**config.mk**
```make
export PLATFORM = sky130hd
export DESIGN_NAME = alu_mc
export DESIGN_NICKNAME = d
export VERILOG_FILES = /design/src/rtl/alu_mc.sv
export SDC_FILE = /design/constraint.sdc
export NUM_CORES = 1
export LEC_CHECK = 0
export ABC_AREA = 1
export CAP_MARGIN = 20
export CORE_MARGIN = 2
export CORE_UTILIZATION = 40
export CTS_CLUSTER_SIZE = 28
export DETAILED_ROUTE_END_ITERATION = 8
export SYNTH_ARGS = -nofsm -noshare
export SYNTH_HDL_FRONTEND = slang
export SYNTH_SLANG_ARGS = --single-unit
```
**constraint.sdc**
```tcl
create_clock -name clk -period 4.5 [get_ports clk]
set_input_delay 0.45 -clock clk [delete_from_list [all_inputs] [get_ports clk]]
set_output_delay 0.45 -clock clk [all_outputs]
set_load 0.05 [all_outputs]
```
**src/rtl/alu_mc.sv**
```systemverilog
// alu_mc: multi-cycle ALU with single-cycle logic/arith ops, iterative shift-add multiply
// and restoring divide. Define ALU_MC_REM_EN to return the division remainder on Long.
module alu_mc #(
   parameter int WIDTH = 32
) (
   input  logic             clk,
   input  logic             reset,
   input  logic             start,
   input  logic [3:0]       ALUControl,
   input  logic [WIDTH-1:0] a,
   input  logic [WIDTH-1:0] b,
   output logic             busy,
   output logic             done,
   output logic [WIDTH-1:0] Result,
   output logic [WIDTH-1:0] Long,
   output logic [3:0]       ALUFlags
);
   localparam int SHW = $clog2(WIDTH);
   localparam logic [SHW-1:0] CNT_LAST = SHW'(WIDTH - 1);
   localparam logic [3:0] OP_MUL  = 4'b0100;
   localparam logic [3:0] OP_SMUL = 4'b0101;
   localparam logic [3:0] OP_UMUL = 4'b0110;
   localparam logic [3:0] OP_DIV  = 4'b0111;

   typedef enum logic [1:0] {S_IDLE, S_MUL, S_DIV, S_DONE} state_t;

   state_t           state_q, state_d;
   logic [3:0]       op_q, op_d;
   logic [SHW-1:0]   cnt_q, cnt_d;
   logic [WIDTH-1:0] hi_q, hi_d;
   logic [WIDTH-1:0] lo_q, lo_d;
   logic [WIDTH-1:0] md_q, md_d;
   logic             neg_q, neg_d;
   logic             busy_q, busy_d;
   logic             done_q, done_d;
   logic [WIDTH-1:0] result_q, result_d;
   logic [WIDTH-1:0] long_q, long_d;
   logic [3:0]       flags_q, flags_d;

   logic [WIDTH-1:0] b_eff, sc_result;
   logic [WIDTH:0]   sum;
   logic [3:0]       sc_flags;

   always_comb begin
      b_eff     = ALUControl[0] ? ~b : b;
      sum       = {1'b0, a} + {1'b0, b_eff} + {{WIDTH{1'b0}}, ALUControl[0]};
      sc_result = '0;
      sc_flags  = '0;
      case (ALUControl)
         4'b0000, 4'b0001: begin
            sc_result   = sum[WIDTH-1:0];
            sc_flags[1] = sum[WIDTH];
            sc_flags[0] = (a[WIDTH-1] == b_eff[WIDTH-1]) && (sum[WIDTH-1] != a[WIDTH-1]);
         end
         4'b0010: sc_result = a & b;
         4'b0011: sc_result = a | b;
         4'b1000: sc_result = a ^ b;
         4'b1001: sc_result = b;
         // any set bit above the shift field means a shift of WIDTH or more
         4'b1010: sc_result = ((b >> SHW) == '0) ? (a << b[SHW-1:0]) : '0;
         default: sc_result = '0;
      endcase
      sc_flags[3] = sc_result[WIDTH-1];
      sc_flags[2] = (sc_result == '0);
   end

   logic [WIDTH:0]     mul_add, div_shift;
   logic [WIDTH-1:0]   mul_hi, mul_lo, div_diff, div_rem, div_quo, a_mag, b_mag;
   logic [2*WIDTH-1:0] prod;
   logic               div_ge, is_smul;

   always_comb begin
      mul_add   = {1'b0, hi_q} + (lo_q[0] ? {1'b0, md_q} : '0);
      mul_hi    = mul_add[WIDTH:1];
      mul_lo    = {mul_add[0], lo_q[WIDTH-1:1]};
      prod      = neg_q ? -{mul_hi, mul_lo} : {mul_hi, mul_lo};
      div_shift = {hi_q, lo_q[WIDTH-1]};
      div_ge    = div_shift >= {1'b0, md_q};
      div_diff  = div_shift[WIDTH-1:0] - md_q;
      div_rem   = div_ge ? div_diff : div_shift[WIDTH-1:0];
      div_quo   = {lo_q[WIDTH-2:0], div_ge};
      // magnitudes are unsigned, so the most-negative operand is exact
      is_smul   = (ALUControl == OP_SMUL);
      a_mag     = (is_smul && a[WIDTH-1]) ? -a : a;
      b_mag     = (is_smul && b[WIDTH-1]) ? -b : b;
   end

   always_comb begin
      state_d  = state_q;
      op_d     = op_q;
      cnt_d    = cnt_q;
      hi_d     = hi_q;
      lo_d     = lo_q;
      md_d     = md_q;
      neg_d    = neg_q;
      busy_d   = busy_q;
      done_d   = 1'b0;
      result_d = result_q;
      long_d   = long_q;
      flags_d  = flags_q;
      case (state_q)
         S_IDLE: begin
            if (start) begin
               op_d   = ALUControl;
               cnt_d  = '0;
               hi_d   = '0;
               busy_d = 1'b1;
               case (ALUControl)
                  OP_MUL, OP_SMUL, OP_UMUL: begin
                     state_d = S_MUL;
                     md_d    = a_mag;
                     lo_d    = b_mag;
                     neg_d   = is_smul && (a[WIDTH-1] ^ b[WIDTH-1]);
                  end
                  OP_DIV: begin
                     state_d = S_DIV;
                     md_d    = b;
                     lo_d    = a;
                     neg_d   = 1'b0;
                  end
                  default: begin
                     state_d  = S_DONE;
                     done_d   = 1'b1;
                     result_d = sc_result;
                     long_d   = '0;
                     flags_d  = sc_flags;
                  end
               endcase
            end
         end
         S_MUL: begin
            hi_d  = mul_hi;
            lo_d  = mul_lo;
            cnt_d = cnt_q + 1'b1;
            if (cnt_q == CNT_LAST) begin
               state_d  = S_DONE;
               done_d   = 1'b1;
               result_d = prod[WIDTH-1:0];
               if (op_q == OP_MUL) begin
                  long_d  = '0;
                  flags_d = {prod[WIDTH-1], prod[WIDTH-1:0] == '0, 2'b00};
               end else begin
                  long_d  = prod[2*WIDTH-1:WIDTH];
                  flags_d = {prod[2*WIDTH-1], prod == '0, 2'b00};
               end
            end
         end
         S_DIV: begin
            hi_d  = div_rem;
            lo_d  = div_quo;
            cnt_d = cnt_q + 1'b1;
            if (cnt_q == CNT_LAST) begin
               state_d  = S_DONE;
               done_d   = 1'b1;
               result_d = div_quo;
`ifdef ALU_MC_REM_EN
               long_d   = div_rem;
`else
               long_d   = '0;
`endif
               flags_d  = {div_quo[WIDTH-1], div_quo == '0, 2'b00};
            end
         end
         S_DONE: begin
            state_d = S_IDLE;
            busy_d  = 1'b0;
         end
         default: state_d = S_IDLE;
      endcase
   end

   always_ff @(posedge clk) begin
      if (reset) begin
         state_q  <= S_IDLE;
         op_q     <= '0;
         cnt_q    <= '0;
         hi_q     <= '0;
         lo_q     <= '0;
         md_q     <= '0;
         neg_q    <= 1'b0;
         busy_q   <= 1'b0;
         done_q   <= 1'b0;
         result_q <= '0;
         long_q   <= '0;
         flags_q  <= '0;
      end else begin
         state_q  <= state_d;
         op_q     <= op_d;
         cnt_q    <= cnt_d;
         hi_q     <= hi_d;
         lo_q     <= lo_d;
         md_q     <= md_d;
         neg_q    <= neg_d;
         busy_q   <= busy_d;
         done_q   <= done_d;
         result_q <= result_d;
         long_q   <= long_d;
         flags_q  <= flags_d;
      end
   end

   assign busy     = busy_q;
   assign done     = done_q;
   assign Result   = result_q;
   assign Long     = long_q;
   assign ALUFlags = flags_q;

endmodule

```
==> results_dict.tcl <==
set metrics [dict create \
    timing.final.crit_period_ns 4.100 \
    gp_congestion 1.069 \
    whs_path_depth 2 \
    setup_tns_ns 0 \
    yosys_warnings 0 \
    worstSkewPairLatency_ns 0.50 \
    synthesis.area_um2 22520 \
    drive_gt1_share_pct 6.469 \
    worst-setup-path-type "register to register" \
    grt_first_pass_wirelength_um 152200 \
    grtUsageTotal_pct 34.74 \
    fp.dieArea_um2 58210 \
    grt_pass1_vias 25294 \
    antennaDiodeCount 0 \
    finalCoreUtilization_pct 46.27 \
    worstSetupEndpointType "register" \
    leakagePower_nw 12.09 \
    slew_viol_final 0 \
    via_count 27013 \
    viasPerCell 5.667 \
    rsz0062_at_grt "false" \
    yosys.area.top_type_share_pct 18.37 \
    grt_max_degree 76 \
    antenna_left 0 \
    synthesis.nets 4153 \
    grt_overflow_total 0 \
    status "completed" \
    die_y_um 241.3 \
    ys_seq_elements 178 \
    worstPathArrival_ns 4.54 \
    cts_max_path_buffers 2 \
    power_density_nw_per_um2 576.6 \
    antenna_found_initial 1 \
    slew_headroom_pct 30.37 \
    min_path_type "primary input to register" \
    required_ns 4.94 \
    clkTransAtPathRegs_ns 0.08 \
    seq_area_frac_synth_pct 15.82 \
    crit_path_start_kind "register" \
    reg2reg_from "lo_q[0]" \
    max_freq_mhz 243.9 \
    firstDrtPassIters 6 \
    yosysTopAreaCell "nand2_1" \
    synth_flop_cell "dfxtp_1" \
    avgSynthCellArea_um2 5.762 \
    numPortBuffers 140 \
    core_region_area_um2 55420 \
    period_share_pct 91.10 \
    setup_viol 0 \
    cts_tree "built" \
    drc_errors 0 \
    max-vdd-ir-drop_mv 0.5025 \
    syn_inst 3908 \
    yosys-top-cells-area "nand2_1 (18%), dfxtp_1 (16%), ha_1 (9.5%)" \
    min-delay-start "reset" \
    drv_cap 0 \
    r2r-end "ALUFlags[2]" \
    synth-edff-count 0 \
    syn2layout_area_growth_pct 13.87 \
    clock_skew_ns 0.02012 \
    synthDistinctLibCells 62 \
    cts_resized 0 \
    critPathMaxFanout 34 \
    num_rows 86 \
    r2r_setup_slack_ns 0.40 \
    hpwlAfterDp_um 81770 \
    r2r_cells 26 \
    nNetsFinal 4251 \
    hold_buffers 0 \
    die-width_um 241.3 \
    wl_per_cell_um 21.22 \
    cts_sinks 178 \
    post_cts_buffers 0 \
    wl_um 101100 \
    async_flop_share_pct 0 \
    start_util_pct 40.64 \
    holdPathEnd "Long[0]" \
    numCtsBuffers 17 \
    io_pins 141 \
    cts_root_buf "clkbuf_16" \
    drt_iter0_drc 2978 \
    hold_viol 0 \
    htreeDepth 4 \
    worst_pin_slew_ns 1.034 \
]
[Yosys cell counts (all sizes together) (55+ instances only)]
master / n
o21ai: 331
clkbuf: 135
xor2: 97
ha: 171
a21oi: 378
nand2: 1125
nor2: 326
dfxtp: 178
o221ai: 55
nor3: 66
nand3: 185
inv: 498
[through the flow]
step / area (um2) / std cells / worst slack (ns) / hold WS, ns / power [mW]
after floorplan: 22520 / 3908 / 1.044 / 0.4307 / 9.648
after global placement: 25050 / 4735 / 0.4161 / 0.4544 / 12.95
after detailed placement: 25050 / 4735 / 0.4388 / 0.4547 / 12.92
after CTS: 25640 / 4767 / 0.4684 / 0.4107 / 14.55
after global routing: 25640 / 4767 / 0.004754 / 0.4322 / 15.90
final: 25640 / 4767 / 0.4004 / 0.4241 / 14.78
[logic make-up (layout without fill, tap and decap cells)]
logic type | Yosys count | count (layout) | synth area share [%]
adders and majority gates | 174 | 174 | 9.768
buffers and inverters | 679 | 790 | 11.51
xor gates and xnor gates | 120 | 120 | 4.701
DFF | 178 | 178 | 15.82
AOI/OAI and AO/OA | 951 | 951 | 24.09
and+or+nand+nor | 1791 | 1791 | 33.44
muxes | 15 | 15 | 0.6667
[per-layer routing]
metal | track usage (%) | vias up | routed length, um
met2 | 54.49 | 1234 | 44110
met5 | 0 | - | 13
li1 | - | 13176 | -
met4 | 23.89 | 2 | 7795
met3 | 5.800 | 257 | 8285
met1 | 43.58 | 12344 | 40930
[layout make-up]
class | instances | area (um2)
clock buffers | 18 | 429.2
clock inverters | 14 | 166.4
fillers | 6197 | 29770
inverters | 506 | 1899
multi-input cells | 3051 | 16390
flip-flops and latches | 178 | 3565
well taps | 748 | 935.9
repair buffers | 252 | 2255
[cell usage in the layout (no fill, tap or decap), drive strengths merged, types with 2 or more instances in the layout]
cell type	n
o31ai	9
fa	3
xnor2	23
a221o	2
nand3b	19
o21a	9
and2	4
o21ai	331
a21oi	378
o21bai	8
or2	9
nor4	16
a211oi	8
buf	115
o221ai	55
dfxtp	178
nor3	66
clkinv	13
o311ai	2
a21o	12
nand3	185
a41oi	2
a21boi	2
nand4	40
mux2i	15
o2111ai	13
o211ai	32
clkbuf	18
a31oi	20
nor2	326
xor2	97
a221oi	13
inv	505
ha	171
nand2	1125
clkdlybuf4s50	137
o22ai	48
[how the worst max path moves through the flow]
stage / depth (start not counted) / end / startpoint
2_1_floorplan: 26 / ALUFlags[2] / lo_q[0]
3_3_place_gp: 21 / ALUFlags[2] / ALUControl[0]
3_5_place_dp: 21 / ALUFlags[2] / ALUControl[0]
4_1_cts: 26 / ALUFlags[2] / lo_q[0]
5_1_grt: 25 / ALUFlags[2] / lo_q[0]
6_report: 26 / ALUFlags[2] / lo_q[0]
[sequential cells by signal, summed over array words and instances, names as in the netlist]
signal    cells
Long         32
busy          1
op_q          4
cnt_q         5
md_q         32
done          1
lo_q         32
hi_q         32
state_q       2
ALUFlags      4
Result       32
neg_q         1
[worst max-delay path: stages, from the launching register on]
cell and delay (ns):
dfxtp_1 0.31, buf_4 0.24, nand2_1 0.11, inv_1 0.04, ha_1 0.41, nand2_1 0.14
nor2_1 0.14, inv_1 0.08, nor2_2 0.18, nand3_1 0.16, nand3_1 0.12, nand2_1 0.05
nand2_1 0.24, nand2_1 0.14, nor2_2 0.17, nand2_1 0.09, o21ai_2 0.15, nand3_1 0.11
nand2_1 0.20, nand2_1 0.07, nor2_1 0.12, nand3_1 0.18, nand2_1 0.13, nand2_1 0.07
nand2_1 0.06, nand2_1 0.12, a21oi_2 0.16
[power breakdown]
part           switching [mW]  leakage [nW]  total, mW  internal (mW)
logic                    7.56          10.4       10.9           3.32
clock network           0.797         0.290       1.59          0.793
registers               0.385          1.45       2.31           1.93
total                    8.74          12.1       14.8           6.04
Power figures use the tool's default switching activity.
